`src/rtl/exc_ctrl.sv`:
```
// Exception / privilege controller sitting behind the ID/EX register.
// Owns the privilege bit, captures the exception PC and faulty address,
// and sequences flush -> drain -> redirect for exceptions and iret.
//
// Input qualification: ex_valid marks a real instruction in EX. Every other
// ex_* input is a don't-care while ex_valid is 0, and while a flush/drain/
// redirect sequence is in progress (state != RUN). There is no back-pressure
// towards EX; instead stall freezes the front end for the whole sequence.
// mem_busy only pauses the drain countdown.
module exc_ctrl #(
   parameter logic [31:0] EXC_VECTOR   = 32'h0000_2000,
   parameter int          DRAIN_CYCLES = 2
) (
   input  logic        clock,
   input  logic        reset_n,
   input  logic        ex_valid,
   input  logic        ex_exception,
   input  logic [31:0] ex_faulty_address,
   input  logic [31:0] ex_pc,
   input  logic        ex_iret,
   input  logic        ex_tlb_write,
   input  logic        mem_busy,
   output logic        privilege,
   output logic        flush,
   output logic        stall,
   output logic        redirect,
   output logic [31:0] redirect_pc,
   output logic [31:0] saved_pc,
   output logic [31:0] saved_addr,
   output logic        tlb_we,
   output logic [1:0]  dbg_state
);

   typedef enum logic [1:0] {
      S_RUN      = 2'd0,
      S_DRAIN    = 2'd1,
      S_REDIRECT = 2'd2
   } state_t;

   localparam logic [3:0] DRAIN_CNT = 4'(DRAIN_CYCLES);
   localparam logic       KIND_EXC  = 1'b0;
   localparam logic       KIND_IRET = 1'b1;

   state_t      r_state;
   logic [3:0]  r_cnt;
   logic        r_kind;
   logic        r_privilege;
   logic        r_flush;
   logic        r_stall;
   logic        r_redirect;
   logic [31:0] r_redirect_pc;
   logic [31:0] r_saved_pc;
   logic [31:0] r_saved_addr;
   logic        r_tlb_we;

   // A user-mode iret is illegal and is trapped exactly like an exception.
   logic w_take_exc;
   logic w_user_iret;
   logic w_kernel_iret;
   logic w_kernel_tlb;

   assign w_take_exc    = ex_valid & ex_exception;
   assign w_user_iret   = ex_valid & ex_iret & ~r_privilege;
   assign w_kernel_iret = ex_valid & ex_iret & r_privilege;
   assign w_kernel_tlb  = ex_valid & ex_tlb_write & r_privilege;

   // Sequencer: all outputs are registered here alongside the state.
   always_ff @(posedge clock or negedge reset_n) begin
      if (!reset_n) begin
         r_state       <= S_RUN;
         r_cnt         <= 4'd0;
         r_kind        <= KIND_EXC;
         r_privilege   <= 1'b1;
         r_flush       <= 1'b0;
         r_stall       <= 1'b0;
         r_redirect    <= 1'b0;
         r_redirect_pc <= 32'd0;
         r_saved_pc    <= 32'd0;
         r_saved_addr  <= 32'd0;
         r_tlb_we      <= 1'b0;
      end else begin
         case (r_state)
            S_RUN: begin
               r_flush    <= 1'b0;
               r_redirect <= 1'b0;
               r_tlb_we   <= 1'b0;
               if (w_take_exc) begin
                  r_saved_pc   <= ex_pc;
                  r_saved_addr <= ex_faulty_address;
                  r_privilege  <= 1'b1;
                  r_flush      <= 1'b1;
                  r_stall      <= 1'b1;
                  r_cnt        <= DRAIN_CNT;
                  r_kind       <= KIND_EXC;
                  r_state      <= S_DRAIN;
               end else if (w_user_iret) begin
                  // The offending iret's own PC is reported as the fault address.
                  r_saved_pc   <= ex_pc;
                  r_saved_addr <= ex_pc;
                  r_privilege  <= 1'b1;
                  r_flush      <= 1'b1;
                  r_stall      <= 1'b1;
                  r_cnt        <= DRAIN_CNT;
                  r_kind       <= KIND_EXC;
                  r_state      <= S_DRAIN;
               end else if (w_kernel_iret) begin
                  r_flush <= 1'b1;
                  r_stall <= 1'b1;
                  r_cnt   <= DRAIN_CNT;
                  r_kind  <= KIND_IRET;
                  r_state <= S_DRAIN;
               end else if (w_kernel_tlb) begin
                  r_tlb_we <= 1'b1;
               end
            end
            S_DRAIN: begin
               r_flush <= 1'b0;
               if (!mem_busy) begin
                  if (r_cnt > 4'd1) begin
                     r_cnt <= r_cnt - 4'd1;
                  end else begin
                     r_redirect    <= 1'b1;
                     r_redirect_pc <= (r_kind == KIND_IRET) ? r_saved_pc : EXC_VECTOR;
                     r_state       <= S_REDIRECT;
                  end
               end
            end
            S_REDIRECT: begin
               r_redirect <= 1'b0;
               r_stall    <= 1'b0;
               if (r_kind == KIND_IRET) begin
                  r_privilege <= 1'b0;
               end
               r_state <= S_RUN;
            end
            default: begin
               r_state <= S_RUN;
            end
         endcase
      end
   end

   assign privilege   = r_privilege;
   assign flush       = r_flush;
   assign stall       = r_stall;
   assign redirect    = r_redirect;
   assign redirect_pc = r_redirect_pc;
   assign saved_pc    = r_saved_pc;
   assign saved_addr  = r_saved_addr;
   assign tlb_we      = r_tlb_we;
   assign dbg_state   = r_state;

endmodule

```
`config.mk`:
```
export PLATFORM = sky130hd
export DESIGN_NAME = exc_ctrl
export DESIGN_NICKNAME = d
export VERILOG_FILES = /design/src/rtl/exc_ctrl.sv
export SDC_FILE = /design/constraint.sdc
export NUM_CORES = 1
export LEC_CHECK = 0
export ABC_AREA = 1
export BUFFER_PORTS_ARGS = -buffer_cell sky130_fd_sc_hd__buf_2
export CAP_MARGIN = 20
export CORE_MARGIN = 4
export CORE_UTILIZATION = 50
export CTS_CLUSTER_SIZE = 20
export DETAILED_ROUTE_END_ITERATION = 6
export PLACE_DENSITY_LB_ADDON = 0.05
export SLEW_MARGIN = 0
export SYNTH_ARGS = -nofsm -noshare
export SYNTH_HDL_FRONTEND = slang
export SYNTH_SLANG_ARGS = --single-unit
```
`constraint.sdc`:
```
create_clock -name clock -period 1.98 [get_ports clock]
set_clock_uncertainty 0.2 [all_clocks]
set_input_delay 0.198 -clock clock [delete_from_list [all_inputs] [get_ports clock]]
set_output_delay 0.198 -clock clock [all_outputs]
set_load 0.05 [all_outputs]
```
==> reports/results.ini <==
[finish]
drive_gt1_frac=0.313
nNetsFinal=841
n_antenna_cell=0
syn_to_final_growth_pct=37.7

[timing]
layout_min_cycle_time_ns=1.80
grt_setup_unrepaired=no
holdWs_ns=0.0714
setup_tns_ns=0
worst_slack_ns=0.177
final-setup-viol-count=0
max_freq_ghz=0.555
hold_viol=0
slew_headroom=0.684
tightest_slew_ns=0.475
drv_slew=0
finalCritPeriodShare=0.910

[route]
wl_um=12600
dr.first_iter.drc_count=149
ant_nets=0
firstDrtPassIters=5
vias_per_cell=4.75
wl_per_cell_um=13.9
vias=4286
drc=0

[setup_path]
start_kind=register
rrSetupSlack_ns=0.18
worstPathArrival_ns=1.84
crit_path_max_fanout=26
critPathKind=reg2reg
end_kind=register
cp.required_ns=2.02

[global_routing]
grt_pass1_wl_um=21200
antenna_found_initial=0
track_usage=0.233
overflow=0
grt_max_degree=93
grt_pass1_vias=4282

[clocking]
cts_buffers=9
clock_path_buffers=2
clk_pin_slew_ns=0.10
clock_sinks=108
cts_tree=built
root_buffer=clkbuf_8
h-tree-depth=3
clock_latency_ns=0.36

[synth]
synth_top_area_cell=dfrtp_1
synth.distinct_cells=23
yosys_register_bits=108
synthArstFlopShare=1.00
yosysMostFrequentCell=nand2_1
synth_nets=608
synthTopCellsByCount=198 x nand2_1, 107 x dfrtp_1, 51 x o21ai_1
syn_area_sq_mm=0.00479
yosysSeqAreaShare=0.564
syn_avg_cell_area_sq_um=8.95
synth.top_cells.by_area=dfrtp_1 56%, nand2_1 16%, o21ai_2 6.2%
synthFlopType=dfrtp_1
synth-edff-count=0
netlist_instances=535
yosysTopAreaCellShare=0.559
ys_warn_count=0

[flow_run]
maxCapViolations=0

[place]
gp_congestion=0.751
port_buffers=173
dpl.hpwl_um=8530
place_ws_ns=0.160

[floorplan]
fp.dieH_um=106
io_pins=174
die-area_sq_mm=0.0112
fp.dieW_um=106
start_util=0.516
num_rows=35
design.core.area_sq_mm=0.00928

[power_and_ir_drop]
p_per_area_mw_per_mm2=1760
power.leakage_uw=0.00362
totalPowerFinal_uw=11600
ir_worst_vdd_uv=1060

[worst_hold_path]
holdCritPathClass=in2reg

[run_status]
outcome=finished, final reports clean

-- cell families (layout without fill, tap and decap cells) --
group | after synthesis | count (layout) | share of synthesized area
DFF | 108 | 108 | 0.564
AOI/OAI and AO/OA | 124 | 124 | 0.159
xor gates and xnor gates | 1 | 1 | 0.00183
and+or+nand+nor | 226 | 226 | 0.186
adders and majority gates | 2 | 2 | 0.00522
buffers and inverters | 74 | 312 | 0.0838
-- layer usage --
layer,global-route usage,part of all wire,vias to the layer above
li1,-,-,2163
met1,0.281,0.42,1975
met2,0.418,0.51,138
met3,0.0502,0.061,10
met4,0.0712,0.010,0
met5,0,0,-
-- metrics by stage --
step,area [sq um],instances,utilization
4_1_cts,6590,902,0.710
5_1_grt,6600,902,0.711
6_report,6600,902,0.711
3_3_place_gp,5720,818,0.616
3_5_place_dp,5720,818,0.616
2_1_floorplan,4790,535,-
-- final timing paths --
check / start / endpoint / cells past startpoint
setup / recovery: r_cnt[0] / redirect_pc[4] / 10
hold / removal: ex_iret / tlb_we / 4
setup reg to reg: r_cnt[0] / redirect_pc[4] / 10
hold reg to reg: saved_addr[13] / saved_addr[13] / 2
max in group asynchronous: reset_n / saved_addr[15] / 3
min in group asynchronous: reset_n / saved_addr[7] / 2
-- critical path: stages (launching register included) --
cell and delay, ns:
dfrtp_1 0.41, inv_1 0.13, ha_2 0.21, inv_1 0.04
nand2_1 0.05, nand2_1 0.09, nor2_2 0.13, nand2_4 0.11
buf_12 0.18, nand2_1 0.06, o21ai_0 0.08
-- cell usage in the layout, fill, tap and decap left out, types with 2 or more instances in the layout --
| cell | instances |
|---|---|
| nor2_1 | 8 |
| clkinvlp_4 | 2 |
| buf_2 | 172 |
| o21ai_0 | 36 |
| nand3_1 | 15 |
| nand2_2 | 2 |
| buf_12 | 4 |
| o21ai_1 | 51 |
| dfrtp_1 | 107 |
| clkbuf_1 | 3 |
| o21ai_2 | 34 |
| clkbuf_8 | 9 |
| buf_4 | 9 |
| inv_1 | 42 |
| nand2_1 | 197 |
| dlygate4sd3_1 | 68 |
| nand2_4 | 2 |
-- where the power goes --
part	internal, uW	switching, uW
combinational	1600	4910
sequential	3140	648
clock	586	711
-- repair_timing --
action | in CTS | in global routing
hold endpoints to repair | 128 | 0
setup endpoints to repair | 0 | 29
resized for setup | 0 | 2
setup buffers | 0 | 0
hold buffers | 68 | 0
-- sequential cells by signal (all words and copies together) (netlist names) --
| signal | count |
|---|---|
| privilege | 1 |
| r_cnt | 4 |
| stall | 1 |
| redirect_pc | 32 |
| redirect | 1 |
| flush | 1 |
| dbg_state | 2 |
| saved_pc | 32 |
| saved_addr | 32 |
| tlb_we | 1 |
| r_kind | 1 |
-- layout make-up --
class | count | area, sq um
inverters | 43 | 161
well taps | 129 | 161
repair buffers | 253 | 1690
clock inverters | 4 | 50.0
flip-flops and latches | 108 | 2700
fillers | 745 | 2690
clock buffers | 12 | 135
multi-input cells | 353 | 1700
No activity file was read; power rests on OpenSTA's default activity.
